## config.mk

```make
export PLATFORM = sky130hd
export DESIGN_NAME = puf_key_builder_flat
export DESIGN_NICKNAME = d
export VERILOG_FILES = /design/src/rtl/puf_key_builder_if.sv /design/src/rtl/puf_key_builder.sv /design/src/flat_wrapper.sv
export SDC_FILE = /design/constraint.sdc
export NUM_CORES = 1
export LEC_CHECK = 0
export ABC_AREA = 0
export BUFFER_PORTS_ARGS = -buffer_cell sky130_fd_sc_hd__buf_2
export CORE_MARGIN = 1.5
export CORE_UTILIZATION = 56
export DETAILED_ROUTE_END_ITERATION = 6
export PLACE_DENSITY = 0.91
export SKIP_LAST_GASP = 1
export SYNTH_ARGS = -nofsm -noshare
export SYNTH_HDL_FRONTEND = slang
export SYNTH_SLANG_ARGS = --single-unit
```

## constraint.sdc

```tcl
create_clock -name clk -period 2.2 [get_ports clk]
set_input_delay 0.22 -clock clk [delete_from_list [all_inputs] [get_ports clk]]
set_output_delay 0.22 -clock clk [all_outputs]
set_load 0.1 [all_outputs]
```

## src/rtl/puf_key_builder_if.sv

```systemverilog
// PUF-side bus of puf_key_builder.
// The controller (master) drives enable, reset pulse and challenge.
// The ring-oscillator PUF (slave) returns the response and ready.
interface puf_key_builder_if;
  logic       puf_en;
  logic       puf_rst;
  logic [7:0] puf_chall;
  logic [7:0] puf_response;
  logic       puf_ready;

  modport master (output puf_en, puf_rst, puf_chall, input puf_response, puf_ready);
  modport slave  (input puf_en, puf_rst, puf_chall, output puf_response, puf_ready);
endinterface

```

## src/rtl/puf_key_builder.sv

```systemverilog
// puf_key_builder: walks the ring-oscillator PUF through an LFSR challenge
// sequence, majority-votes REPEAT evaluations per challenge and packs the
// voted bytes into key (byte i = challenge i).
// Optional build macro STABILITY_FLAG_EN adds the unstable_mask output, which
// flags key bits whose votes were not unanimous.
//
// state | meaning
// IDLE  | out of reset, waiting for start
// PRST  | one-cycle PUF reset pulse for the next evaluation
// WAIT  | waiting for puf_ready, bounded by TIMEOUT cycles
// DONE  | key complete and valid, waiting for start
// ERR   | PUF timed out, partial key kept, waiting for start
module puf_key_builder #(
  parameter int         NUM_CHALL  = 4,
  parameter int         REPEAT     = 3,
  parameter int         TIMEOUT    = 255,
  parameter logic [7:0] CHALL_SEED = 8'hD4
) (
  input  logic                   clk,
  input  logic                   rst,
  input  logic                   start,
  output logic                   busy,
  output logic                   done,
  output logic                   key_valid,
  output logic                   err,
  output logic [8*NUM_CHALL-1:0] key,
`ifdef STABILITY_FLAG_EN
  output logic [8*NUM_CHALL-1:0] unstable_mask,
`endif
  puf_key_builder_if.master      puf
);

  localparam int VW = $clog2(REPEAT + 1);
  localparam int RW = (REPEAT > 1) ? $clog2(REPEAT) : 1;
  localparam int IW = (NUM_CHALL > 1) ? $clog2(NUM_CHALL) : 1;
  // A zero seed would lock the LFSR at zero.
  localparam logic [7:0] SEED0     = (CHALL_SEED == 8'h00) ? 8'h01 : CHALL_SEED;
  localparam logic [7:0] WAIT_LOAD = 8'(TIMEOUT - 1);

  typedef enum logic [2:0] {S_IDLE, S_PRST, S_WAIT, S_DONE, S_ERR} state_t;

  state_t        state_q, state_d;
  logic [7:0]    chall;
  logic [RW-1:0] rep;
  logic [IW-1:0] idx;
  logic [7:0]    wait_left;
  logic [VW-1:0] vote [8];
  logic [VW-1:0] vote_sum [8];
  logic [7:0]    voted_byte;
  logic          done_q;
  logic          start_run, accept, byte_end, first_wait;

  // wait_left is loaded in PRST, so the first WAIT cycle still holds the load
  // value; ready is ignored there because it may be left over from the
  // previous evaluation.
  assign first_wait = (wait_left == WAIT_LOAD);

  // Per-bit tally including the response currently presented, and its majority
  always_comb begin
    for (int b = 0; b < 8; b++) begin
      vote_sum[b]   = vote[b] + VW'(puf.puf_response[b]);
      voted_byte[b] = (vote_sum[b] > VW'(REPEAT / 2));
    end
  end

  // Next-state decode and per-cycle control strobes
  always_comb begin
    state_d   = state_q;
    start_run = 1'b0;
    accept    = 1'b0;
    byte_end  = 1'b0;
    case (state_q)
      S_IDLE, S_DONE, S_ERR: begin
        if (start) begin
          state_d   = S_PRST;
          start_run = 1'b1;
        end
      end
      S_PRST: state_d = S_WAIT;
      S_WAIT: begin
        if (puf.puf_ready && !first_wait) begin
          accept = 1'b1;
          if (rep != RW'(REPEAT - 1)) begin
            state_d = S_PRST;
          end else begin
            byte_end = 1'b1;
            state_d  = (idx == IW'(NUM_CHALL - 1)) ? S_DONE : S_PRST;
          end
        end else if (wait_left == 8'd0) begin
          state_d = S_ERR;
        end
      end
      default: state_d = S_IDLE;
    endcase
  end

  // State register
  always_ff @(posedge clk or negedge rst) begin
    if (!rst) state_q <= S_IDLE;
    else      state_q <= state_d;
  end

  // Challenge LFSR, repeat/index counters, timeout down-counter, votes and key
  always_ff @(posedge clk or negedge rst) begin
    if (!rst) begin
      chall     <= SEED0;
      rep       <= '0;
      idx       <= '0;
      wait_left <= '0;
      key       <= '0;
      done_q    <= 1'b0;
      for (int b = 0; b < 8; b++) vote[b] <= '0;
    end else begin
      done_q <= (state_q == S_WAIT) && (state_d == S_DONE);
      if (start_run) begin
        chall     <= SEED0;
        rep       <= '0;
        idx       <= '0;
        wait_left <= '0;
        key       <= '0;
        for (int b = 0; b < 8; b++) vote[b] <= '0;
      end else if (state_q == S_PRST) begin
        wait_left <= WAIT_LOAD;
      end else if (state_q == S_WAIT) begin
        if (byte_end) begin
          for (int i = 0; i < NUM_CHALL; i++)
            if (idx == IW'(i)) key[8*i +: 8] <= voted_byte;
          for (int b = 0; b < 8; b++) vote[b] <= '0;
          rep   <= '0;
          chall <= {chall[6:0], chall[7] ^ chall[5] ^ chall[4] ^ chall[3]};
          if (idx != IW'(NUM_CHALL - 1)) idx <= idx + IW'(1);
        end else if (accept) begin
          vote <= vote_sum;
          rep  <= rep + RW'(1);
        end else if (wait_left != 8'd0) begin
          wait_left <= wait_left - 8'd1;
        end
      end
    end
  end

`ifdef STABILITY_FLAG_EN
  logic [7:0] split_byte;

  // A bit is split when its final tally is neither all-zero nor all-one
  always_comb begin
    for (int b = 0; b < 8; b++)
      split_byte[b] = (vote_sum[b] != '0) && (vote_sum[b] != VW'(REPEAT));
  end

  // Stability flags, written alongside each key byte
  always_ff @(posedge clk or negedge rst) begin
    if (!rst) begin
      unstable_mask <= '0;
    end else if (start_run) begin
      unstable_mask <= '0;
    end else if (byte_end) begin
      for (int i = 0; i < NUM_CHALL; i++)
        if (idx == IW'(i)) unstable_mask[8*i +: 8] <= split_byte;
    end
  end
`endif

  assign busy          = (state_q == S_PRST) || (state_q == S_WAIT);
  assign done          = done_q;
  assign key_valid     = (state_q == S_DONE);
  assign err           = (state_q == S_ERR);
  assign puf.puf_en    = busy;
  assign puf.puf_rst   = (state_q == S_PRST);
  assign puf.puf_chall = chall;

endmodule
```

## src/flat_wrapper.sv

```systemverilog
// flat-port wrapper written by rule: the top's interface ports become plain ports
module puf_key_builder_flat 
#(
  parameter int         NUM_CHALL  = 4,
  parameter int         REPEAT     = 3,
  parameter int         TIMEOUT    = 255,
  parameter logic [7:0] CHALL_SEED = 8'hD4
)
  (clk, rst, start, busy, done, key_valid, err, key, puf_puf_en, puf_puf_rst, puf_puf_chall, puf_puf_response, puf_puf_ready);
  puf_key_builder_if puf_i ();
  input  logic clk;
  input  logic rst;
  input  logic start;
  output logic busy;
  output logic done;
  output logic key_valid;
  output logic err;
  output logic [8*NUM_CHALL-1:0] key;
  output wire logic [$bits(puf_i.puf_en)-1:0] puf_puf_en;
  output wire logic [$bits(puf_i.puf_rst)-1:0] puf_puf_rst;
  output wire logic [$bits(puf_i.puf_chall)-1:0] puf_puf_chall;
  input wire logic [$bits(puf_i.puf_response)-1:0] puf_puf_response;
  input wire logic [$bits(puf_i.puf_ready)-1:0] puf_puf_ready;
  assign puf_puf_en = puf_i.puf_en;
  assign puf_puf_rst = puf_i.puf_rst;
  assign puf_puf_chall = puf_i.puf_chall;
  assign puf_i.puf_response = puf_puf_response;
  assign puf_i.puf_ready = puf_puf_ready;
  puf_key_builder #(.NUM_CHALL(NUM_CHALL), .REPEAT(REPEAT), .TIMEOUT(TIMEOUT), .CHALL_SEED(CHALL_SEED)) u_core (.clk(clk), .rst(rst), .start(start), .busy(busy), .done(done), .key_valid(key_valid), .err(err), .key(key), .puf(puf_i));
endmodule
```

==> metrics.log <==
INFO  metric vias_per_cell = 6.00
INFO  metric fp.dieArea = 0.00691 sq mm
INFO  metric port_buffers = 57
INFO  metric power.density = 1300 mW/mm^2
INFO  metric synth_warnings = 0
INFO  metric cts_root_buffer = clkbuf_8
INFO  metric rsz_0062_raised_after_global_routing = false
INFO  metric finalHoldWorstSlack = 0.141 ns
INFO  metric rows = 29
INFO  metric drt-initial-drc-count = 165
INFO  metric dr_total_vias = 2989
INFO  metric worstPathArrival = 1.91 ns
INFO  metric antennaDiodeCount = 0
INFO  metric hpwlAfterDp = 5.61 mm
INFO  metric finalClockSkew = 0.00737 ns
INFO  metric route.final.wire_length = 8.11 mm
INFO  metric tritoncts_num_sinks = 72
INFO  metric syn_to_layout_area_delta = 16.9%
INFO  metric synth_cells = 358
INFO  metric layout_min_cycle_time = 2.13 ns
INFO  metric place.gp.congestion = 0.899
INFO  metric die-width = 83.1 um
INFO  metric slew_headroom = 0.620
INFO  metric grt_max_degree = 53
INFO  metric dr.pass1.iters = 4
INFO  metric post-route-cell-area = 0.00420 sq mm
INFO  metric initial_utilization = 0.573
INFO  metric grt_usage = 0.244
INFO  metric worstPathRequired = 1.98 ns
INFO  metric timing_worst_setup_path_type = flop to output port
INFO  metric drcViolationCount = 0
INFO  metric timing.critical_path.from = u_core.state_q[2]
INFO  metric synthArstFlopShare = 1.00
INFO  metric crit_end = puf_puf_en
INFO  metric placeableCoreArea = 0.00628 sq mm
INFO  metric outcome = finished clean
INFO  metric post_synth_main_area_contributors = dfrtp_1 47%, ha_1 5.2%, nand3_1 5.1%
INFO  metric mappedNetlistArea = 0.00360 sq mm
INFO  metric layout_worst_path_cycle_share = 0.967
INFO  metric buffer_levels_on_the_longest_clock_path = 2
INFO  metric dieHeight = 83.1 um
INFO  metric cts_buffers = 9
INFO  metric reg_to_reg_startpoint = u_core.state_q[2]
INFO  metric leakage_power = 1.99 nW
INFO  metric place_area = 0.00399 sq mm
INFO  metric report.final.setup_viol = 0
INFO  metric grt_overflow_total = 0
INFO  metric nets = 443
INFO  metric setup.worst_path.end_class = output port
INFO  metric synthDominantCellAreaShare = 0.473
INFO  metric post-synth-top-count-cell = dfrtp_1
INFO  metric synth_seq_cells = 72
INFO  metric final-max-slew-violation-count = 0
INFO  metric seq_area_frac_synth = 0.502
INFO  metric synth_commonest_cells = 68 x dfrtp_1, 37 x nand3_1, 28 x nand2_1
INFO  metric ir_worst_vdd = 931 uV
INFO  metric pin_count = 58
INFO  metric worst_r2r_path_depth = 4
INFO  metric dominant_synthesized_flop_cell = dfrtp_1
INFO  metric worst_setup_hold_path_clk_slew = 0.07 ns
INFO  metric drive_above_1_share = 0.271
INFO  metric r2r_slack = 0.13 ns
INFO  metric yosys.area.top_type = dfrtp_1
INFO  metric global_route_wire_length_before_repair = 13.4 mm
INFO  metric max_cap_viol_count = 0
INFO  metric syn-num-nets = 385
INFO  metric clkLatencyLatePin = 0.36 ns
INFO  metric postSynthAreaPerCell = 10.0 sq um
INFO  metric min_from = start
INFO  metric worst_pin_slew = 0.564 ns
INFO  metric hold_path_class = primary input to flop
INFO  metric worst-path-max-fanout = 8
INFO  metric maxClockFrequency = 470 MHz
INFO  metric wl_per_cell = 16.3 um
INFO  metric vias_in_the_first_global_route = 2868
INFO  metric hold_vio_cnt_final = 0
INFO  metric r2r-end = u_core.key[0]
INFO  metric synth_edf_count = 0
INFO  metric worst_setup_path_start_kind = flop
INFO  metric cts_max_level = 3
INFO  metric final_antenna_net_count = 0
INFO  metric antenna_found_initial = 0
INFO  metric tritoncts = done
INFO  metric netlist-cell-type-count = 54
## critical path, stage by stage (launching register included)
cell	delay (ns)
dfrtp_1	0.47
or3b_1	0.53
buf_4	0.22
nand2_8	0.05
buf_4	0.28
## metal layers
metal  vias up  share of wire  track usage
li1       1407              -            -
met1      1477           0.43        0.313
met2        89           0.50        0.392
met3        16          0.049       0.0537
met4         0          0.020        0.120
met5         -              0            0
## placed cells by master (no fill, tap or decap), types with 3 or more instances in the layout
| cell type | synthesis | routed |
|---|---|---|
| a21oi_1 | 18 | 18 |
| dfstp_2 | 4 | 4 |
| inv_1 | 10 | 9 |
| buf_2 | 6 | 55 |
| and2_1 | 6 | 6 |
| xnor2_1 | 6 | 6 |
| o221a_2 | 5 | 5 |
| dfrtp_1 | 68 | 67 |
| o21ai_0 | 14 | 14 |
| nand3b_1 | 9 | 9 |
| a22o_1 | 5 | 5 |
| o21ai_1 | 26 | 25 |
| or4b_1 | 3 | 3 |
| o21ai_2 | 6 | 7 |
| ha_1 | 15 | 15 |
| buf_4 | 2 | 12 |
| nand3_1 | 37 | 37 |
| nand2_1 | 28 | 27 |
| nor3_1 | 4 | 4 |
| nand2b_1 | 11 | 11 |
| clkbuf_8 | 0 | 10 |
| nor2_1 | 20 | 20 |
| clkinv_2 | 0 | 4 |
| a2111o_1 | 4 | 3 |
## state kept, by name, indices dropped and copies added, names as in the netlist
name,cells
u_core.puf.puf_chall,8
u_core.wait_left,8
u_core.idx,2
u_core.key,32
u_core.rep,2
u_core.vote,16
u_core.done,1
u_core.state_q,3
## metrics by stage
step           power (mW)  instances  setup WS [ns]  utilization  TNS [ns]
6_report             5.49        498         0.0721        0.670         0
5_1_grt              5.81        498         0.0168        0.670         0
4_1_cts              5.48        498        -0.0756        0.669    -0.151
3_5_place_dp         4.41        481          0.103        0.636         0
3_3_place_gp         4.30        481          0.191        0.636         0
2_1_floorplan        3.90        358         -0.149            -    -0.171
## logic make-up (layout without fill, tap and decap cells)
group	after synthesis	in the layout	share of synthesized area
adders and majority gates	15	15	0.0522
muxes	2	2	0.00591
AOI/OAI and AO/OA	93	93	0.175
buffers and inverters	34	97	0.0480
xor gates and xnor gates	6	6	0.0146
DFF	72	72	0.502
and+or+nand+nor	136	136	0.202
## where the power goes
part / switching, mW / leakage (nW) / total, mW / internal, mW
clock: 0.495 / 0.106 / 1.04 / 0.548
sequential: 0.257 / 0.954 / 1.85 / 1.59
combinational: 1.78 / 0.928 / 2.59 / 0.809
## area by class of cell
type | count | area, sq um
Fill cell | 466 | 2070
Clock inverter | 6 | 58.8
Sequential cell | 72 | 1810
Timing Repair Buffer | 70 | 415
Multi-Input combinational cell | 252 | 1650
Clock buffer | 10 | 138
Inverter | 11 | 41.3
Tap cell | 77 | 96.3
## how the worst min path moves through the flow
stage / to / depth (start not counted)
global route: u_core.state_q[0] / 3
floorplan: u_core.done / 0
global placement: u_core.wait_left[3] / 1
detailed placement: u_core.wait_left[2] / 1
finish: u_core.state_q[0] / 3
CTS: u_core.state_q[0] / 3
## repair_timing
| action | 4_1_cts | 5_1_grt |
|---|---|---|
| hold buffers | 1 | 0 |
| buffers inserted | 0 | 0 |
| hold endpoints to repair | 16 | 0 |
| resized for setup | 0 | 6 |
| endpoints found under the setup margin | 2 | 9 |
(Power assumes the default switching activity.)
